==> config.mk <==
export PLATFORM = sky130hd
export DESIGN_NAME = screen_scanout_flat
export DESIGN_NICKNAME = d
export VERILOG_FILES = /design/src/rtl/screen_scanout_if.sv /design/src/rtl/screen_scanout.sv /design/src/flat_wrapper.sv
export SDC_FILE = /design/constraint.sdc
export NUM_CORES = 1
export LEC_CHECK = 0
export ABC_AREA = 1
export CAP_MARGIN = 10
export CELL_PAD_IN_SITES_DETAIL_PLACEMENT = 0
export CELL_PAD_IN_SITES_GLOBAL_PLACEMENT = 1
export CORE_ASPECT_RATIO = 0.9
export CORE_MARGIN = 3
export CORE_UTILIZATION = 35
export DETAILED_ROUTE_END_ITERATION = 6
export PLACE_DENSITY_LB_ADDON = 0.08
export SKIP_CTS_REPAIR_TIMING = 1
export SLEW_MARGIN = 20
export SYNTH_ARGS = -nofsm -noshare
export SYNTH_HDL_FRONTEND = slang
export SYNTH_SLANG_ARGS = --single-unit
==> constraint.sdc <==
create_clock -name clk -period 4.7 [get_ports clk]
set_clock_uncertainty 0.15 [all_clocks]
set_input_delay 0.94 -clock clk [delete_from_list [all_inputs] [get_ports clk]]
set_output_delay 0.94 -clock clk [all_outputs]
set_load 0.01 [all_outputs]
==> src/rtl/screen_scanout_if.sv <==
// Pixel stream from screen_scanout to a serial sink: valid/ready handshake
// carrying one coverage bit plus its coordinates and end-of-line/frame marks.
interface screen_scanout_if #(
  parameter int XW = 2,
  parameter int YW = 2
) ();
  logic          pix_valid;
  logic          pix_ready;
  logic          pix_data;
  logic [XW-1:0] pix_x;
  logic [YW-1:0] pix_y;
  logic          line_end;
  logic          frame_end;

  modport master (
    output pix_valid, pix_data, pix_x, pix_y, line_end, frame_end,
    input  pix_ready
  );

  modport slave (
    input  pix_valid, pix_data, pix_x, pix_y, line_end, frame_end,
    output pix_ready
  );
endinterface

==> src/rtl/screen_scanout.sv <==
// Captures the rasterizer coverage bitmap on load and streams it out
// row-major, one pixel per accepted transfer, with line/frame end markers.
module screen_scanout #(
  parameter int width  = 4,
  parameter int height = 3,
  parameter int XW     = (width  > 1) ? $clog2(width)  : 1,
  parameter int YW     = (height > 1) ? $clog2(height) : 1
) (
  input  logic                      clk,
  input  logic                      reset,
  input  logic [width*height-1:0]   screen,
  input  logic                      load,
  output logic                      busy,
  output logic                      frame_done,
  output logic [7:0]                drop_count,
  screen_scanout_if.master          pix
);

  localparam int N  = width * height;
  localparam int IW = (N > 1) ? $clog2(N) : 1;

  typedef enum logic {IDLE, SCAN} state_t;

  state_t          state_q, state_d;
  logic [N-1:0]    frame_q, frame_d;
  logic [XW-1:0]   x_q, x_d;
  logic [YW-1:0]   y_q, y_d;
  logic            done_q, done_d;
  logic [7:0]      drop_q, drop_d;

  logic            scan, x_last, y_last, xfer, fin;
  logic [IW-1:0]   idx;

  always_comb begin
    scan   = (state_q == SCAN);
    x_last = (x_q == XW'(width - 1));
    y_last = (y_q == YW'(height - 1));
    xfer   = scan && pix.pix_ready;
    fin    = xfer && x_last && y_last;
    idx    = IW'(int'(y_q) * width + int'(x_q));

    state_d = state_q;
    frame_d = frame_q;
    x_d     = x_q;
    y_d     = y_q;
    done_d  = 1'b0;
    drop_d  = drop_q;

    case (state_q)
      IDLE: begin
        if (load) begin
          frame_d = screen;
          x_d     = '0;
          y_d     = '0;
          state_d = SCAN;
        end
      end
      SCAN: begin
        if (xfer) begin
          if (x_last) begin
            x_d = '0;
            y_d = y_q + YW'(1);
          end else begin
            x_d = x_q + XW'(1);
          end
        end
        // A load coinciding with the final transfer chains straight into the next frame.
        if (fin) begin
          done_d = 1'b1;
          x_d    = '0;
          y_d    = '0;
          if (load) frame_d = screen;
          else      state_d = IDLE;
        end else if (load && drop_q != 8'hFF) begin
          drop_d = drop_q + 8'd1;
        end
      end
      default: state_d = IDLE;
    endcase
  end

  always_ff @(posedge clk) begin
    if (reset) begin
      state_q <= IDLE;
      frame_q <= '0;
      x_q     <= '0;
      y_q     <= '0;
      done_q  <= 1'b0;
      drop_q  <= '0;
    end else begin
      state_q <= state_d;
      frame_q <= frame_d;
      x_q     <= x_d;
      y_q     <= y_d;
      done_q  <= done_d;
      drop_q  <= drop_d;
    end
  end

  // Pixel outputs are gated to zero outside SCAN so idle looks like reset.
  assign busy          = scan;
  assign pix.pix_valid = scan;
  assign pix.pix_data  = scan & frame_q[idx];
  assign pix.pix_x     = x_q;
  assign pix.pix_y     = y_q;
  assign pix.line_end  = scan & x_last;
  assign pix.frame_end = scan & x_last & y_last;
  assign frame_done    = done_q;
  assign drop_count    = drop_q;

endmodule

==> src/flat_wrapper.sv <==
// flat-port wrapper written by rule: the top's interface ports become plain ports
module screen_scanout_flat 
#(
  parameter int width  = 4,
  parameter int height = 3,
  parameter int XW     = (width  > 1) ? $clog2(width)  : 1,
  parameter int YW     = (height > 1) ? $clog2(height) : 1
)
  (clk, reset, screen, load, busy, frame_done, drop_count, pix_pix_valid, pix_pix_data, pix_pix_x, pix_pix_y, pix_line_end, pix_frame_end, pix_pix_ready);
  screen_scanout_if #(.XW(XW), .YW(YW)) pix_i ();
  input  logic clk;
  input  logic reset;
  input  logic [width*height-1:0] screen;
  input  logic load;
  output logic busy;
  output logic frame_done;
  output logic [7:0] drop_count;
  output wire logic [$bits(pix_i.pix_valid)-1:0] pix_pix_valid;
  output wire logic [$bits(pix_i.pix_data)-1:0] pix_pix_data;
  output wire logic [$bits(pix_i.pix_x)-1:0] pix_pix_x;
  output wire logic [$bits(pix_i.pix_y)-1:0] pix_pix_y;
  output wire logic [$bits(pix_i.line_end)-1:0] pix_line_end;
  output wire logic [$bits(pix_i.frame_end)-1:0] pix_frame_end;
  input wire logic [$bits(pix_i.pix_ready)-1:0] pix_pix_ready;
  assign pix_pix_valid = pix_i.pix_valid;
  assign pix_pix_data = pix_i.pix_data;
  assign pix_pix_x = pix_i.pix_x;
  assign pix_pix_y = pix_i.pix_y;
  assign pix_line_end = pix_i.line_end;
  assign pix_frame_end = pix_i.frame_end;
  assign pix_i.pix_ready = pix_pix_ready;
  screen_scanout #(.width(width), .height(height), .XW(XW), .YW(YW)) u_core (.clk(clk), .reset(reset), .screen(screen), .load(load), .busy(busy), .frame_done(frame_done), .drop_count(drop_count), .pix(pix_i));
endmodule
==> out/metrics.json, run 1 <==
{
  "outcome": {"value": "completed"},
  "tightest_pin_transition": {"value": 541, "unit": "ps"},
  "final_net_count": {"value": 251},
  "report.final.setup_viol": {"value": 0},
  "initialDrtViolationCount": {"value": 40},
  "cp.required": {"value": 3610, "unit": "ps"},
  "layout.core_utilization": {"value": 49.8, "unit": "%"},
  "remaining_drc_errors": {"value": 0},
  "smallest_setup_slack_after_layout": {"value": 1600, "unit": "ps"},
  "number_of_global_route_vias_before_repair": {"value": 1212},
  "final.setup.tns": {"value": 0, "unit": "ps"},
  "setup.worst_path.class": {"value": "flip-flop to primary output"},
  "crit_path_max_fanout": {"value": 12},
  "dp_slack": {"value": 1910, "unit": "ps"},
  "clock-root-buffer": {"value": "clkbuf_8"},
  "hpwlAfterDp": {"value": 2.34, "unit": "mm"},
  "max-cap-violations": {"value": 0},
  "clock.fmax": {"value": 323, "unit": "MHz"},
  "clock_latency": {"value": 270, "unit": "ps"},
  "path_cells": {"value": "inv_1 -> nand2_1 -> nand3_1 -> nand2_1 -> nand2_1 -> nand3_1 -> nand2_1 -> inv_1 -> clkdlybuf4s50_1"},
  "placed_instances": {"value": 271},
  "numPortBuffers": {"value": 33},
  "cts.sink_count": {"value": 26},
  "synth_flop_cell": {"value": "dfxtp_1"},
  "antenna_found_initial": {"value": 0},
  "arrival": {"value": 2010, "unit": "ps"},
  "routabilityCongestion": {"value": 0.814},
  "synthArstFlopShare": {"value": 0, "unit": "%"},
  "clkPwrFrac": {"value": 37.8, "unit": "%"},
  "yosys.cell_types.count": {"value": 19},
  "postPlaceCellArea": {"value": 1650, "unit": "µm²"},
  "pin_count": {"value": 34},
  "hold_viol": {"value": 0},
  "layout_commonest_cell": {"value": "nand2_1"},
  "route.detailed.wl_per_inst": {"value": 11.1, "unit": "µm"},
  "fin_area": {"value": 1720, "unit": "µm²"},
  "design.die.area": {"value": 4470, "unit": "µm²"},
  "synth-adder-area-share": {"value": 2.90, "unit": "%"},
  "layout_min_cycle_time": {"value": 3100, "unit": "ps"},
  "end_kind": {"value": "primary output"},
  "floorplan.die.height": {"value": 63.7, "unit": "µm"},
  "mappedNetlistArea": {"value": 1290, "unit": "µm²"},
  "synth_simple_gate_area_share": {"value": 34.0, "unit": "%"},
  "synth_nets": {"value": 219},
  "synth_top_family_by_area": {"value": "simple AND/OR/NAND/NOR gates"},
  "final-seq-area": {"value": 520, "unit": "µm²"},
  "multiInputGateArea": {"value": 668, "unit": "µm²"},
  "min_period_over_period": {"value": 65.9, "unit": "%"},
  "synth_compound_area_share": {"value": 12.7, "unit": "%"},
  "final_max_slew_viol_count": {"value": 0},
  "initial_utilization": {"value": 37.5, "unit": "%"},
  "antenna_cells": {"value": 0},
  "cellLeakagePower": {"value": 0.736, "unit": "nW"},
  "worst_path_largest_cell_delay": {"value": 560, "unit": "ps"},
  "grt_start_max_net_pins": {"value": 16},
  "rsz_0062_raised_after_global_routing": {"value": "false"},
  "cts-buffers-inserted": {"value": 3},
  "power_frac_seq": {"value": 49.0, "unit": "%"},
  "cts_max_path_buffers": {"value": 2},
  "via_count": {"value": 1285},
  "syn2layout_area_growth": {"value": 32.9, "unit": "%"},
  "layout.cells.most_common_list": {"value": "60 x nand2_1, 37 x nor2_1, 33 x clkdlybuf4s50_1"},
  "globalRoute.totalOverflow": {"value": 0},
  "switchingPower": {"value": 0.114, "unit": "mW"},
  "timing.critical_path.from_type": {"value": "flip-flop"},
  "switching_share": {"value": 23.3, "unit": "%"},
  "combinationalPowerShare": {"value": 13.1, "unit": "%"},
  "timing.hold.worst.class": {"value": "flip-flop to flip-flop"},
  "grt.total_usage": {"value": 15.0, "unit": "%"},
  "row_count": {"value": 20},
  "timing.critical_path.slowest_stage_cell": {"value": "dfxtp_1"},
  "maxSlewHeadroom": {"value": 63.8, "unit": "%"},
  "ir_drop": {"value": 0.177, "unit": "mV"},
  "cts_tree": {"value": "done"},
  "postSynthAreaPerCell": {"value": 6.47, "unit": "µm²"},
  "synth-seq-area-share": {"value": 40.2, "unit": "%"},
  "intPower": {"value": 0.376, "unit": "mW"},
  "yosysWarnings": {"value": 0},
  "wire_length_of_the_first_global_routing_pass": {"value": 5.48, "unit": "mm"},
  "wl": {"value": 3.04, "unit": "mm"},
  "cts.clk_slew.worst_paths": {"value": 90, "unit": "ps"},
  "timing.critical_path.mode_cell": {"value": "nand2_1"},
  "num-fill-cells": {"value": 344},
  "post_route_cells_drive_above_1_share": {"value": 2.60, "unit": "%"},
  "antenna_violating_nets_post_route": {"value": 0},
  "synth_enable_flop_cells": {"value": 0},
  "finalNonFillerCells": {"value": 275},
  "placeableCoreArea": {"value": 3450, "unit": "µm²"},
  "syn-instance-count": {"value": 200},
  "cts_max_level": {"value": 1},
  "power.density_cell_area": {"value": 285, "unit": "nW/µm²"},
  "avgViaCountPerCell": {"value": 4.67},
  "detail_route.first_pass.iterations": {"value": 4},
  "synth-seq-cells": {"value": 26},
  "post_synth_mux_area_share": {"value": 0, "unit": "%"},
  "synth-xor-area-share": {"value": 2.03, "unit": "%"},
  "overall_die_width": {"value": 70.1, "unit": "µm"}
}
-- kinds of logic after synthesis --
logic type,Yosys count
compound gates,31
flops,26
fa+ha+maj,3
xor+xnor,3
buf+inv,26
simple gates,111
-- cells in the mapped netlist (2+ instances only) --
cell type  count  share of area [%]
dfxtp_1       26                 40
inv_1         19                5.5
ha_1           3                2.9
nor2_1        37                 11
nand3_1       10                3.9
xor2_1         3                2.0
a21oi_1       12                4.6
buf_4          2                1.2
nand3b_1       2                1.2
nand2_1       60                 17
o21ai_0       16                6.2
clkbuf_1       3               0.87
-- routing by layer --
layer	wire [µm]	vias up	global-route usage, %
met5	0	-	0
met4	12	0	2.15
li1	-	693	-
met2	1300	32	24.2
met1	1580	556	20.5
met3	149	4	3.99
-- path summary, 6_finish.rpt --
| kind | startpoint | to | slack [ps] | cells after the start |
|---|---|---|---|---|
| setup / recovery | u_core.pix.pix_x[0]$_SDFFE_PP0P_ | pix_pix_data | 1600 | 9 |
| hold / removal | u_core.frame_q[3]$_SDFFE_PP0P_ | u_core.frame_q[3]$_SDFFE_PP0P_ | 340 | 2 |
| setup reg to reg | u_core.pix.pix_x[0]$_SDFFE_PP0P_ | u_core.frame_q[8]$_SDFFE_PP0P_ | 2670 | 7 |
| hold reg to reg | u_core.frame_q[3]$_SDFFE_PP0P_ | u_core.frame_q[3]$_SDFFE_PP0P_ | 340 | 2 |
-- layout make-up --
cell class	instances	area share [%]
tap	44	3.20
inverter	20	4.36
clock inverter	1	1.75
sequential	26	30.3
timing repair buffer	33	19.2
clock buffer	3	2.40
multi-input combinational	148	38.8
-- critical path, delay by kind of cell, from the launching register on --
| kind | cells | cell delay (ps) |
|---|---|---|
| flip-flops | 1 | 560 |
| buffers and inverters | 3 | 750 |
| AND/OR/NAND/NOR | 6 | 420 |
-- per-stage QoR --
step / hold WS (ps) / power (mW)
finish: 343 / 0.490
global route: 375 / 0.518
CTS: 345 / 0.499
detailed placement: 325 / 0.310
global placement: 319 / 0.309
floorplan: 299 / 0.281
-- registers in the layout (all words and copies together), names as in the netlist --
register	count
u_core.frame_done	1
u_core.frame_q	12
u_core.drop_count	8
u_core.pix.pix_x	2
u_core.pix.pix_y	2
u_core.busy	1
-- power groups by stage --
| stage | Sequential (mW) | Clock [mW] | Combinational [mW] |
|---|---|---|---|
| finish | 0.240 | 0.186 | 0.0643 |
| global route | 0.242 | 0.202 | 0.0739 |
| CTS | 0.240 | 0.194 | 0.0652 |
| detailed placement | 0.246 | 0 | 0.0648 |
| global placement | 0.246 | 0 | 0.0633 |
| floorplan | 0.244 | 0 | 0.0374 |
No activity file was read; power rests on OpenSTA's default activity.
==> run 2, diff against run 1 <==
--- a/config.mk
+++ b/config.mk
@@ -11,7 +11,7 @@
 export CELL_PAD_IN_SITES_GLOBAL_PLACEMENT = 1
 export CORE_ASPECT_RATIO = 0.9
 export CORE_MARGIN = 3
-export CORE_UTILIZATION = 35
+export CORE_UTILIZATION = 29
 export DETAILED_ROUTE_END_ITERATION = 6
 export PLACE_DENSITY_LB_ADDON = 0.08
 export SKIP_CTS_REPAIR_TIMING = 1
==> constraint.sdc (replaced) <==
create_clock -name clk -period 2.57 [get_ports clk]
set_clock_uncertainty 0.15 [all_clocks]
set_input_delay 0.514 -clock clk [delete_from_list [all_inputs] [get_ports clk]]
set_output_delay 0.514 -clock clk [all_outputs]
set_load 0.01 [all_outputs]
==> run 2 against run 1 <==
Net effect:
- die area up 19%
- sequential cell count did not move
- routed wire length is 6.3% higher
- sequential share of layout area is 0.23 points lower
- non-clock buffer count increased by 2
- register-to-register slack lost 2100 ps
- combinational power up 91%
- highest routed layer unchanged
==> out/metrics.json, run 2 (synthesis gave the netlist of run 1 again) <==
{
  "placeableCoreArea": {"value": 4180, "unit": "µm²", "change": "was 3450 µm²"},
  "antenna_found_initial": {"value": 0, "change": "unchanged"},
  "worst_path_largest_cell_delay": {"value": 540, "unit": "ps", "change": "was 560 ps"},
  "ir_drop": {"value": 0.320, "unit": "mV", "change": "was 0.177 mV"},
  "dp_slack": {"value": 306, "unit": "ps", "change": "was 1910 ps"},
  "tightest_pin_transition": {"value": 587, "unit": "ps", "change": "was 541 ps"},
  "grt.total_usage": {"value": 12.5, "unit": "%", "change": "was 15.0%"},
  "timing.hold.ws": {"value": 344, "unit": "ps", "change": "was 343 ps"},
  "cts_max_path_buffers": {"value": 2, "change": "unchanged"},
  "smallest_setup_slack_after_layout": {"value": 151, "unit": "ps", "change": "was 1600 ps"},
  "clock_latency": {"value": 270, "unit": "ps", "change": "about the same"},
  "hold_viol": {"value": 0, "change": "unchanged"},
  "avgViaCountPerCell": {"value": 4.34, "change": "was 4.67"},
  "route.met3.wl": {"value": 157, "unit": "µm", "change": "was 149 µm"},
  "wl": {"value": 3.24, "unit": "mm", "change": "was 3.04 mm"},
  "cts_tree": {"value": "done", "change": "unchanged"},
  "final_net_count": {"value": 253, "change": "was 251"},
  "post_route_cells_drive_above_1_share": {"value": 4.72, "unit": "%", "change": "was 2.60%"},
  "placed_instances": {"value": 289, "change": "was 271"},
  "arrival": {"value": 1750, "unit": "ps", "change": "was 2010 ps"},
  "r2r_end": {"value": "u_core.frame_q[2]$_SDFFE_PP0P_", "change": "was u_core.frame_q[8]$_SDFFE_PP0P_"},
  "clock.fmax": {"value": 413, "unit": "MHz"},
  "syn2layout_area_growth": {"value": 35.2, "unit": "%", "change": "was 32.9%"},
  "cts.sink_count": {"value": 26, "change": "unchanged"},
  "timing.reg2reg.worst_path_depth": {"value": 8, "change": "was 7"},
  "cp.required": {"value": 1910, "unit": "ps", "change": "was 3610 ps"},
  "finalNonFillerCells": {"value": 293, "change": "was 275"},
  "overall_die_width": {"value": 76.4, "unit": "µm", "change": "was 70.1 µm"},
  "top_register": {"value": "u_core.frame_q", "change": "unchanged"},
  "worstHoldPathCells": {"value": 2, "change": "unchanged"},
  "cellLeakagePower": {"value": 0.759, "unit": "nW", "change": "was 0.736 nW"},
  "reg2reg_setup_slack": {"value": 590, "unit": "ps", "change": "was 2670 ps"},
  "clock-root-buffer": {"value": "clkbuf_8", "change": "unchanged"},
  "end_kind": {"value": "primary output", "change": "unchanged"},
  "grt_start_max_net_pins": {"value": 16, "change": "unchanged"},
  "initial_utilization": {"value": 31.0, "unit": "%", "change": "was 37.5%"},
  "layout.core_utilization": {"value": 41.8, "unit": "%", "change": "was 49.8%"},
  "crit_path_max_fanout": {"value": 7, "change": "was 12"},
  "route.layer.met1.wl": {"value": 1.76, "unit": "mm", "change": "was 1.58 mm"},
  "final_max_slew_viol_count": {"value": 0, "change": "unchanged"},
  "postPlaceCellArea": {"value": 1680, "unit": "µm²", "change": "was 1650 µm²"},
  "timing.critical_path.buf_inv": {"value": 2, "change": "was 3"},
  "wire_length_of_the_first_global_routing_pass": {"value": 5.60, "unit": "mm", "change": "was 5.48 mm"},
  "layout.cells.most_common_list": {"value": "60 x nand2_1, 37 x nor2_1, 32 x clkdlybuf4s50_1", "change": "was 60 x nand2_1, 37 x nor2_1, 33 x clkdlybuf4s50_1"},
  "max-cap-violations": {"value": 0, "change": "unchanged"},
  "hold_path.startpoint": {"value": "u_core.frame_q[10]$_SDFFE_PP0P_", "change": "was u_core.frame_q[3]$_SDFFE_PP0P_"},
  "design.die.area": {"value": 5300, "unit": "µm²", "change": "was 4470 µm²"},
  "antenna_cells": {"value": 0, "change": "unchanged"},
  "route.detailed.wl_per_inst": {"value": 11.0, "unit": "µm", "change": "was 11.1 µm"},
  "timing.critical_path.from_type": {"value": "flip-flop", "change": "unchanged"},
  "timing.critical_path.slowest_stage_cell": {"value": "clkdlybuf4s50_1", "change": "was dfxtp_1"},
  "worstHoldEndpoint": {"value": "u_core.frame_q[10]$_SDFFE_PP0P_", "change": "was u_core.frame_q[3]$_SDFFE_PP0P_"},
  "cts.clk_slew.worst_paths": {"value": 100, "unit": "ps", "change": "was 90 ps"},
  "rsz_0062_raised_after_global_routing": {"value": "false", "change": "unchanged"},
  "power.density_cell_area": {"value": 475, "unit": "nW/µm²", "change": "was 285 nW/µm²"},
  "detail_route.first_pass.iterations": {"value": 4, "change": "unchanged"},
  "worstReg2RegStart": {"value": "u_core.pix.pix_x[0]$_SDFFE_PP0P_", "change": "unchanged"},
  "number_of_global_route_vias_before_repair": {"value": 1189, "change": "was 1212"},
  "cell_family_contributing_the_most_delay_on_the_critical_path": {"value": "buffers and inverters", "change": "unchanged"},
  "pin_count": {"value": 34, "change": "unchanged"},
  "cts-buffers-inserted": {"value": 3, "change": "unchanged"},
  "globalRoute.totalOverflow": {"value": 0, "change": "unchanged"},
  "maxSlewHeadroom": {"value": 60.7, "unit": "%", "change": "was 63.8%"},
  "report.final.setup_viol": {"value": 0, "change": "unchanged"},
  "maxUsedRoutingLayer": {"value": "met4", "change": "unchanged"},
  "final.setup.tns": {"value": 0, "unit": "ps", "change": "unchanged"},
  "remaining_drc_errors": {"value": 0, "change": "unchanged"},
  "routabilityCongestion": {"value": 0.763, "change": "was 0.814"},
  "cts_max_level": {"value": 1, "change": "unchanged"},
  "layout_min_cycle_time": {"value": 2420, "unit": "ps"},
  "power_consumption": {"value": 0.831, "unit": "mW", "change": "was 0.490 mW"},
  "antenna_violating_nets_post_route": {"value": 0, "change": "unchanged"},
  "hpwlAfterDp": {"value": 2.43, "unit": "mm", "change": "was 2.34 mm"},
  "numPortBuffers": {"value": 33, "change": "unchanged"},
  "min_period_over_period": {"value": 94.1, "unit": "%"},
  "initialDrtViolationCount": {"value": 52, "change": "was 40"},
  "row_count": {"value": 22, "change": "was 20"},
  "dr_wl_met2": {"value": 1.30, "unit": "mm", "change": "unchanged"},
  "layout_commonest_cell": {"value": "nand2_1", "change": "unchanged"},
  "via_count": {"value": 1271, "change": "was 1285"},
  "floorplan.die.height": {"value": 69.4, "unit": "µm", "change": "was 63.7 µm"},
  "fin_area": {"value": 1750, "unit": "µm²", "change": "was 1720 µm²"},
  "largest_register_ff_count": {"value": 12, "change": "unchanged"},
  "path_cells": {"value": "buf_6 -> ha_1 -> nand2_1 -> nor2_1 -> clkdlybuf4s50_1", "change": "was inv_1 -> nand2_1 -> nand3_1 -> nand2_1 -> nand2_1 -> nand3_1 -> nand2_1 -> inv_1 -> clkdlybuf4s50_1"},
  "setup.worst_path.class": {"value": "flip-flop to primary output", "change": "unchanged"},
  "outcome": {"value": "completed", "change": "unchanged"},
  "timing.hold.worst.class": {"value": "flip-flop to flip-flop", "change": "unchanged"}
}
run 2: worst register-to-register path: stages, from the launching register on:
cell,delay (ps)
dfxtp_4,390
buf_6,130
ha_1,200
nand3_1,120
o21ai_2,170
nand2_1,290
inv_2,290
nor2_1,60
nor2_1,100
run 2: final cells by class:
cell class / instances / area [µm²]
timing repair buffer: 35 / 352
tap: 60 / 75.1
clock buffer: 4 / 55.1
sequential: 26 / 526
fill: 467 / 2430
multi-input combinational: 148 / 668
inverter: 20 / 75.1
run 2: how the worst max path moves through the flow:
stage | from | to | slack, ps | cells past startpoint
2_1_floorplan | u_core.pix.pix_x[0]$_SDFFE_PP0P_ | pix_pix_data | 800 | 10
3_3_place_gp | u_core.pix.pix_x[0]$_SDFFE_PP0P_ | pix_pix_data | 300 | 10
3_5_place_dp | u_core.pix.pix_x[0]$_SDFFE_PP0P_ | pix_pix_data | 310 | 10
4_1_cts | u_core.pix.pix_x[0]$_SDFFE_PP0P_ | pix_pix_data | -10 | 10
5_1_grt | u_core.pix.pix_x[0]$_SDFFE_PP0P_ | pix_frame_end | 40 | 5
6_report | u_core.pix.pix_x[0]$_SDFFE_PP0P_ | pix_frame_end | 150 | 5
run 2: per-layer routing:
| layer | track usage, % | vias up |
|---|---|---|
| li1 | - | 694 |
| met1 | 18.7 | 545 |
| met2 | 18.2 | 30 |
| met3 | 3.25 | 2 |
| met4 | 1.81 | 0 |
| met5 | 0 | - |
run 2: power breakdown:
group          internal (mW)  switching [mW]
sequential             0.423          0.0161
clock                  0.137           0.132
combinational         0.0594          0.0638
total                  0.619           0.212
